`config.mk`:
```
export PLATFORM = sky130hd
export DESIGN_NAME = cordic_fixedpoint_phase_addr_search
export DESIGN_NICKNAME = d
export VERILOG_FILES = /design/src/rtl/cordic_fixedpoint_phase_addr_search.sv
export SDC_FILE = /design/constraint.sdc
export NUM_CORES = 1
export LEC_CHECK = 0
export CELL_PAD_IN_SITES_DETAIL_PLACEMENT = 0
export CELL_PAD_IN_SITES_GLOBAL_PLACEMENT = 1
export CORE_MARGIN = 4
export CORE_UTILIZATION = 30
export DETAILED_ROUTE_END_ITERATION = 6
export MAX_ROUTING_LAYER = met4
export PLACE_DENSITY = 0.54
export RECOVER_POWER = 50
export REMOVE_ABC_BUFFERS = 1
export SETUP_SLACK_MARGIN = 0.5
export SYNTH_ARGS = -nofsm -noshare
export SYNTH_HDL_FRONTEND = slang
export SYNTH_SLANG_ARGS = --single-unit
```
`constraint.sdc`:
```
create_clock -name iClk -period 5.4 [get_ports iClk]
set_input_delay 1.08 -clock iClk [delete_from_list [all_inputs] [get_ports iClk]]
set_output_delay 1.08 -clock iClk [all_outputs]
set_load 0.02 [all_outputs]
```
`src/rtl/cordic_fixedpoint_phase_addr_search.sv`:
```
// -----------------------------------------------------------------------------
// cordic_fixedpoint_phase_addr_search
//
// Sequential phase-address search placed ahead of the CORDIC rotator. A signed
// phase is accepted, reduced to a saturated magnitude plus sign, and a binary
// search over a programmable ascending threshold table C[0..DEPTH-1] finds the
// largest k with C[k] <= |phase|. The result address, the residual
// (|phase| - C[k], clamped at 0) and the sign are presented with a
// valid/ready handshake.
//
// Ports:
//   iClk, iReset            clock, synchronous active-high reset
//   iPhase, iValid, oReady  input phase handshake (oReady high only in IDLE)
//   oAddr, oResidual, oSign result payload, held stable while oValid is high
//   oValid, iReady          result handshake
//   iTbl_wr/addr/data       threshold table write port (honoured only in IDLE)
//   oTbl_err                one-cycle pulse after a write is dropped
// -----------------------------------------------------------------------------
module cordic_fixedpoint_phase_addr_search #(
   parameter int PHASE_W = 22,
   parameter int ADDR_W  = 4
) (
   input  logic                 iClk,
   input  logic                 iReset,
   input  logic [PHASE_W-1:0]   iPhase,
   input  logic                 iValid,
   output logic                 oReady,
   output logic [ADDR_W-1:0]    oAddr,
   output logic [PHASE_W-2:0]   oResidual,
   output logic                 oSign,
   output logic                 oValid,
   input  logic                 iReady,
   input  logic                 iTbl_wr,
   input  logic [ADDR_W-1:0]    iTbl_addr,
   input  logic [PHASE_W-2:0]   iTbl_data,
   output logic                 oTbl_err
);

   localparam int MAG_W = PHASE_W - 1;
   localparam int DEPTH = 1 << ADDR_W;

   // RESID is the extra edge that registers the residual once the address is final.
   typedef enum logic [1:0] {
      IDLE   = 2'd0,
      SEARCH = 2'd1,
      RESID  = 2'd2,
      DONE   = 2'd3
   } state_t;

   state_t              state_r;
   logic [MAG_W-1:0]    tbl_r [DEPTH];
   logic [MAG_W-1:0]    absVal_r;
   logic [ADDR_W-1:0]   bitMask_r;     // one-hot search bit pointer

   logic [MAG_W-1:0]    phaseNegLow_s;
   logic [MAG_W-1:0]    phaseAbs_s;
   logic [ADDR_W-1:0]   trialAddr_s;
   logic                trialHit_s;
   logic [MAG_W-1:0]    residTbl_s;

   // Saturated magnitude of the incoming phase; the most negative code maps to full scale.
   always_comb begin
      phaseNegLow_s = ~iPhase[MAG_W-1:0] + {{(MAG_W-1){1'b0}}, 1'b1};
      phaseAbs_s    = iPhase[MAG_W-1:0];
      if (iPhase[PHASE_W-1]) begin
         if (iPhase[MAG_W-1:0] == {MAG_W{1'b0}}) begin
            phaseAbs_s = {MAG_W{1'b1}};
         end else begin
            phaseAbs_s = phaseNegLow_s;
         end
      end else begin
         phaseAbs_s = iPhase[MAG_W-1:0];
      end
   end

   // Current search trial and the table entry selected by the final address.
   always_comb begin
      trialAddr_s = oAddr | bitMask_r;
      trialHit_s  = (tbl_r[trialAddr_s] <= absVal_r);
      residTbl_s  = tbl_r[oAddr];
   end

   // Control FSM, table storage and all registered outputs.
   always_ff @(posedge iClk) begin
      if (iReset) begin
         state_r   <= IDLE;
         absVal_r  <= {MAG_W{1'b0}};
         bitMask_r <= {ADDR_W{1'b0}};
         oReady    <= 1'b1;
         oValid    <= 1'b0;
         oAddr     <= {ADDR_W{1'b0}};
         oResidual <= {MAG_W{1'b0}};
         oSign     <= 1'b0;
         oTbl_err  <= 1'b0;
         for (int k = 0; k < DEPTH; k++) begin
            tbl_r[k] <= {MAG_W{1'b0}};
         end
      end else begin
         // Writes only land in IDLE so a running search sees a frozen table.
         oTbl_err <= 1'b0;
         if (iTbl_wr) begin
            if (state_r == IDLE) begin
               tbl_r[iTbl_addr] <= iTbl_data;
            end else begin
               oTbl_err <= 1'b1;
            end
         end

         case (state_r)
            IDLE: begin
               if (iValid) begin
                  absVal_r  <= phaseAbs_s;
                  oSign     <= iPhase[PHASE_W-1];
                  oAddr     <= {ADDR_W{1'b0}};
                  bitMask_r <= {{(ADDR_W-1){1'b0}}, 1'b1} << (ADDR_W - 1);
                  oReady    <= 1'b0;
                  state_r   <= SEARCH;
               end
            end
            SEARCH: begin
               if (trialHit_s) begin
                  oAddr <= trialAddr_s;
               end
               bitMask_r <= bitMask_r >> 1;
               if (bitMask_r[0]) begin
                  state_r <= RESID;
               end
            end
            RESID: begin
               // Only C[0] can exceed the magnitude, because address 0 is the fallback.
               if (residTbl_s > absVal_r) begin
                  oResidual <= {MAG_W{1'b0}};
               end else begin
                  oResidual <= absVal_r - residTbl_s;
               end
               oValid  <= 1'b1;
               state_r <= DONE;
            end
            DONE: begin
               if (iReady) begin
                  oValid  <= 1'b0;
                  oReady  <= 1'b1;
                  state_r <= IDLE;
               end
            end
            default: begin
               oValid  <= 1'b0;
               oReady  <= 1'b1;
               state_r <= IDLE;
            end
         endcase
      end
   end

endmodule
```
Word level (Yosys, flattened, before mapping)
Memory sizes are Yosys's and may differ from the RTL's. A register that Yosys moved wholly into a read port is not among the register bits.
Cells that the tools add are included.
W data, S select, Z words.
{"block": "word_totals", "mem_bits_rw": 336, "regBits": 56, "elab_cells": 66, "inputBits": 52, "mem_count": 1, "out_inout_bits": 29}
{"block": "op_classes", "n_reduce_logical": 13, "muxes": 29, "magnitude_cmp": 2, "bitwise_logic": 3, "n_addsub": 2, "n_eq_ne": 7}
{"memory": "tbl_r", "words": 16, "word_bits": 21, "rd": 2, "rd_clocked_by_memory_dff": 1, "wr": 16, "line": "51", "rtl": "logic [MAG_W-1:0] tbl_r [DEPTH];"}
{"operator": "$mux W21", "count": 4}
{"operator": "$mux W4", "count": 6}
{"operator": "$add A21 B1 Y21 const B", "count": 1}
{"operator": "$gt A21 B21 Y1", "count": 1}
{"operator": "$le A21 B21 Y1", "count": 1}
{"operator": "$logic_not A21 Y1", "count": 1}
{"operator": "$not A21 Y21", "count": 1}
{"operator": "$reduce_or A21 Y1", "count": 1}
{"operator": "$sub A21 B21 Y21", "count": 1}
{"operator": "$pmux W4 S2", "count": 2}
{"operator": "$mux W1", "count": 11}
{"operator": "$reduce_and A3 Y1", "count": 3}
{"operator": "$ne A2 B2 Y1 const B", "count": 4}
{"operator": "$pmux W2 S4", "count": 1}
{"operator": "$mux W2", "count": 3}
{"operator": "$reduce_and A2 Y1", "count": 3}
{"operator": "$reduce_bool A2 Y1", "count": 3}
{"operator": "$eq A2 B2 Y1 const B", "count": 2}
{"operator": "$or A4 B4 Y4", "count": 1}
{"operator": "$pmux W1 S2", "count": 2}
{"operator": "$eq A2 B1 Y1 const B", "count": 1}
{"operator": "$logic_not A2 Y1", "count": 1}
{"operator": "$reduce_or A2 Y1", "count": 1}
{"operator": "$not A1 Y1", "count": 1}

Logic depth before layout (Yosys ltp)
Gate-level depths: netlist of the first run.
{"block": "logic_depth", "depth_word": 7, "ltp_mapped": 15, "ltp_nobuf": 13}

Worst setup path before layout of the first run
Ideal clock, no wire load.
{"block": "synth_path", "path_type": "register to register", "from": "reg with a tool-made name", "to": "reg oResidual[1]", "path_slack_ns": 1.201, "setup_time_ns": 0.128, "required_ns": 5.272, "path_stages_with_launch": 15, "t_arrival_ns": 4.071, "path_cell_list": "dfxtp_1 clkbuf_1 buf_1 mux4_2 mux4_2 inv_1 ha_1 nor2b_1 o31a_1 o211ai_1 o211ai_1 a31o_2 clkbuf_1 a22oi_1 nor2_1"}
{"item": "to (signal assigned)", "line": "92", "rtl": "oResidual <= {MAG_W{1'b0}};"}
{"item": "to (signal assigned)", "line": "132", "rtl": "oResidual <= {MAG_W{1'b0}};"}
{"item": "to (signal assigned)", "line": "134", "rtl": "oResidual <= absVal_r - residTbl_s;"}
{"item": "to (decl)", "line": "29", "rtl": "output logic [PHASE_W-2:0] oResidual,"}

==> results.json, run 1 <==
{
  "ioPinCount": 81,
  "postCtsHoldBufs": 0,
  "grt_pass1_wl_mm": 113,
  "cp_max_fo": 18,
  "grt_antenna_before_repair": 8,
  "worst_slew_pin_slew_ns": 3.16,
  "yosysWarnings": 0,
  "hpwl_mm": 49.6,
  "hp-class": "flop to flop",
  "relSlewSlack_pct": -111,
  "cts_tree": "yes",
  "synthCells": 1646,
  "instances_no_fill": 2705,
  "p_leak_nw": 8.98,
  "synth_ff_type": "edfxtp_1",
  "core_area_um2": 72800,
  "fin_hold_ws_ns": 0.457,
  "p_int_mw": 6.01,
  "syn_area_per_cell_um2": 13.4,
  "setup_viol": 0,
  "outcome": "complete, but fails checks",
  "ys_ff_latch": 396,
  "syn_area_um2": 22000,
  "required_ns": 5.75,
  "clock_power_share_pct": 32.5,
  "power.density_nw_per_um2": 350,
  "drive_gt1_share_pct": 20.6,
  "p_sw_mw": 2.94,
  "gp_congestion": 0.805,
  "post-route-util_pct": 35.1,
  "seq_area_frac_synth_pct": 51.3,
  "seqPwrFrac_pct": 40.9,
  "die_x_um": 279,
  "synth_area_leaders": "edfxtp_1, mux4_2, and2_1",
  "vdd.ir_drop.worst_mv": 0.240,
  "yosysTopAreaCellShare_pct": 45.8,
  "htreeDepth": 2,
  "num_vias": 14600,
  "yosys.cell_types.count": 52,
  "cts_buffer_depth": 3,
  "wirelength_mm": 79.2,
  "insertion_delay_ns": 0.60,
  "final_area_um2": 25600,
  "arrival_ns": 4.90,
  "fmax_mhz": 220,
  "synth_edf_count": 336,
  "cts_buffers": 46,
  "slew_violations": 421,
  "rsz0062_at_grt": "no",
  "cts_setup_buffers": 0,
  "grt-ovfl-total": 0,
  "path_clk_slew_ns": 0.06,
  "finalHoldViolations": 0,
  "avgRoutedWirePerCell_um": 29.3,
  "power_frac_comb_pct": 26.6,
  "violations": "max-capacitance violations, max-slew violations",
  "drc": 0,
  "placed_area_um2": 24400,
  "fin_skew_ns": 0.0194,
  "die_area_um2": 77800,
  "drt_iter0_drc": 1455,
  "layout_common_cells": "edfxtp_1, and2_1, mux4_2",
  "cts_resized": 0,
  "switching_share_pct": 32.9,
  "cts.sinks": 396,
  "start_util_pct": 30.2,
  "synth_area_leader_cell": "edfxtp_1",
  "grt_max_degree": 59,
  "start_kind": "flop",
  "cts-root-buf": "clkbuf_16",
  "vias_per_cell": 5.40,
  "die_h_um": 279,
  "path_class": "flop to flop",
  "rows": 99,
  "final_common_cell": "edfxtp_1",
  "dr.pass1.iters": 5,
  "io_buffers": 80,
  "nNetsFinal": 1808,
  "drv_cap": 18,
  "layout_min_cycle_time_ns": 4.55,
  "grt_pass1_vias": 15100,
  "dp_cells": 2618,
  "post-route-period-util_pct": 84.2,
  "worst_setup_path_end_kind": "flop",
  "area_growth_pct": 16.3,
  "grtUsageTotal_pct": 20.8,
  "synth-async-reset-ratio_pct": 0,
  "ant_nets": 0
}
[metrics by stage]
step	setup WS, ns	setup TNS (ns)	power (mW)
after floorplan	-4.50	-55.94	5.12
after global placement	0.986	0	6.11
after detailed placement	0.924	0	6.11
after CTS	0.905	0	9.03
after global routing	0.547	0	9.35
final	0.852	0	8.95
[synthesized netlist by cell type (29+ instances only)]
master	instances
mux4_2	189
a21oi_1	38
nor2_1	55
inv_1	61
clkbuf_1	106
o21ai_0	44
ha_1	48
a211oi_1	29
and2_1	354
edfxtp_1	336
dfxtp_1	60
nand2_1	82
[power by group through the flow]
stage	Clock (mW)	Combinational, mW	Sequential, mW
floorplan	0	1.41	3.70
global placement	0	2.39	3.71
detailed placement	0	2.40	3.72
CTS	2.97	2.41	3.65
global route	3.10	2.57	3.68
finish	2.91	2.38	3.66
[worst max-delay path, cell delays in order (launching register included)]
cell      delay [ns]
dfxtp_4         0.62
buf_4           0.30
mux4_2          0.53
mux4_2          0.48
inv_1           0.22
ha_1            0.33
o211ai_1        0.20
o21a_1          0.22
nand3_1         0.23
a21boi_0        0.53
o21ai_0         0.29
mux2i_1         0.23
o32ai_1         0.11
[per-layer routing]
metal | wire length (µm) | GRT usage, %
met5 | 0 | -
met3 | 4810 | 3.64
met4 | 1580 | 4.07
met2 | 39500 | 35.1
met1 | 33300 | 26.5
[registers in the layout, summed over array words and instances, names as in the netlist, named ones only]
name       flops
tbl_r        336
oAddr          4
bitMask_r      4
state_r        2
oResidual     21
absVal_r      21
oTbl_err       1
oSign          1
oReady         1
oValid         1
[worst paths after layout]
path | start | to | depth (start not counted) | slack, ns
min reg2reg | oSign | oSign | 2 | 0.46
max reg2reg | flop | oResidual[18] | 12 | 0.85
max | flop | oResidual[18] | 12 | 0.85
min | oSign | oSign | 2 | 0.46
[cell type report]
type	instances	area (µm²)
Fill cell	7061	47200
Sequential cell	396	11300
Multi-Input combinational cell	1059	10200
Timing Repair Buffer	142	1290
Tap cell	959	1200
Clock buffer	55	1180
Inverter	62	233
Clock inverter	26	171
Antenna cell	6	15.0
[cells by family after synthesis]
group	count (synthesis)	share of synthesized area [%]
flip-flops	396	51.3
buffers and inverters	191	3.32
adder cells (fa/ha/maj)	49	2.82
AO/OA/AOI/OAI	219	7.19
multiplexers	196	19.7
XOR/XNOR	32	1.27
AND/OR/NAND/NOR	563	14.5
No activity file was read; power rests on OpenSTA's default activity.
==> run 2, diff against run 1 <==
clock period = 4.3 ns   (was 5.4 ns; I/O delays follow)
==> results.json, run 2 (same netlist as run 1, synthesis figures left out) <==
{
  "outcome": "complete, but fails checks",
  "violations": "max-capacitance violations, max-slew violations",
  "rsz0062_at_grt": "yes",
  "ioPinCount": 81,
  "post-route-period-util_pct": 94.2,
  "arrival_ns": 4.28,
  "power_frac_comb_pct": 29.9,
  "p_total_mw": 12.1,
  "ant_nets": 0,
  "path_clk_slew_ns": 0.06,
  "cts-root-buf": "clkbuf_16",
  "drc": 0,
  "layout_common_cells": "edfxtp_1, and2_1, mux4_2",
  "crit_chain": "clkbuf_1 -> clkinv_1 -> clkbuf_1 -> o21ai_1 -> clkbuf_4",
  "worst_slew_pin_slew_ns": 1.92,
  "worstSetupStartpoint": "iReset",
  "grt_max_degree": 43,
  "setup_viol": 0,
  "worst_slack_ns": 0.251,
  "grtUsageTotal_pct": 21.1,
  "worst_setup_path_end_kind": "flop",
  "seqPwrFrac_pct": 38.0,
  "gp_congestion": 0.812,
  "finalHoldViolations": 0,
  "p_sw_mw": 3.98,
  "hpwl_mm": 50.2,
  "htreeDepth": 2,
  "final_common_cell": "edfxtp_1",
  "core_area_um2": 72800,
  "power.density_nw_per_um2": 436,
  "path_class": "input pin to flop",
  "num_vias": 15300,
  "cts_buffer_depth": 3,
  "cts_buffers": 46,
  "pre_cts_ws_ns": -0.363,
  "die_x_um": 279,
  "rows": 99,
  "die_area_um2": 77800,
  "crit_family": "buffers and inverters",
  "grt-ovfl-total": 0,
  "instances_no_fill": 2813,
  "cp_max_fo": 22,
  "fin_hold_ws_ns": 0.468,
  "critical_path_buf_inv_count": 4,
  "vdd.ir_drop.worst_mv": 0.258,
  "wirelength_mm": 81.5,
  "slew_violations": 122,
  "fillers": 6886,
  "clock_power_share_pct": 32.0,
  "vias_per_cell": 5.44,
  "slowest_delay_ns": 1.38,
  "setup_tns_ns": 0,
  "relSlewSlack_pct": -27.9,
  "avgRoutedWirePerCell_um": 29.0,
  "drv_cap": 6,
  "fin_skew_ns": 0.0237,
  "die_h_um": 279,
  "reg2reg_from": "oAddr[0]",
  "area_growth_pct": 25.8,
  "grt_pass1_vias": 15300,
  "postCtsHoldBufs": 0,
  "p_leak_nw": 9.87,
  "insertion_delay_ns": 0.59,
  "grt_antenna_before_repair": 7,
  "cts_tree": "yes",
  "grt_pass1_wl_mm": 115,
  "hp-start": "oResidual[17]",
  "fmax_mhz": 247,
  "largest_reg_flops": 336,
  "layout_min_cycle_time_ns": 4.05,
  "cts.sinks": 396,
  "drt_iter0_drc": 1453,
  "top_regs": "tbl_r: 336 flops, absVal_r: 21 flops, oResidual: 21 flops",
  "start_util_pct": 30.2,
  "nNetsFinal": 1918,
  "regMostFlops": "tbl_r",
  "switching_share_pct": 32.9,
  "required_ns": 4.53,
  "p_int_mw": 8.11,
  "start_kind": "input pin",
  "hp-class": "flop to flop",
  "dr.pass1.iters": 7,
  "dp_cells": 2660,
  "slowest_stage": "clkbuf_1",
  "crit_top_cell": "clkbuf_1",
  "io_buffers": 80,
  "drive_gt1_share_pct": 30.6
}
==> run 2: cell types whose count changed in the layout (fill, tap and decap cells not counted), sizes merged <==
cell,before,now
diode,6,4
bufbuf,0,2
bufinv,1,4
dlygate4sd3,31,28
clkbuf,71,82
clkdlybuf4s50,48,51
inv,63,61
buf,47,143
==> run 2: timing repair <==
action | 4_1_cts | 5_1_grt
buffers inserted | 22 | 38
pin swaps | 25 | 38
resized for setup | 58 | 105
gates cloned | 4 | 4
endpoints found under the setup margin | 28 | 28
==> run 2: worst paths after layout <==
check                  endpoint  slack (ns)  depth (start not counted)
setup / recovery  tbl_r[11][17]        0.25                          5
hold / removal    oResidual[17]        0.47                          2
setup reg to reg           flop        0.29                         15
hold reg to reg   oResidual[17]        0.47                          2
==> run 2: layout make-up <==
type                    count  area [µm²]  area share (%)
repair buffers            252        2740            9.88
well taps                 959        1200            4.33
diodes                      4        10.0          0.0361
clock inverters            27         251           0.908
multi-input cells        1059       10700            38.8
clock buffers              54        1200            4.34
flip-flops and latches    396       11300            40.8
inverters                  62         240           0.868
==> run 2: stage by stage <==
stage | utilization [%] | instance area [µm²]
detailed placement | 34.1 | 24800
global placement | 34.1 | 24800
CTS | 36.9 | 26900
finish | 38.0 | 27700
floorplan | - | 21500
global route | 38.0 | 27700
==> run 2: layer usage <==
metal,global-route usage [%],share of wire (%),up-vias
met5,-,0,-
met4,5.06,3.0,0
met3,3.80,7.9,127
met2,34.7,48,700
met1,27.4,41,7894
li1,-,-,6575
==> run 2: power groups by stage <==
stage	logic [mW]	registers (mW)	clock network (mW)
5_1_grt	3.91	4.62	4.12
2_1_floorplan	1.78	4.65	0
3_3_place_gp	3.17	4.65	0
6_report	3.62	4.60	3.87
4_1_cts	3.35	4.58	3.94
3_5_place_dp	3.18	4.66	0
==> run 2: worst reg2reg max path, delay by kind of cell, from the launching register on <==
| kind | cells | cell delay, ns |
|---|---|---|
| AO/OA/AOI/OAI | 5 | 1.00 |
| adder cells (fa/ha/maj) | 1 | 0.36 |
| buffers and inverters | 2 | 0.27 |
| flip-flops | 1 | 0.35 |
| multiplexers | 1 | 0.48 |
| AND/OR/NAND/NOR | 6 | 1.45 |
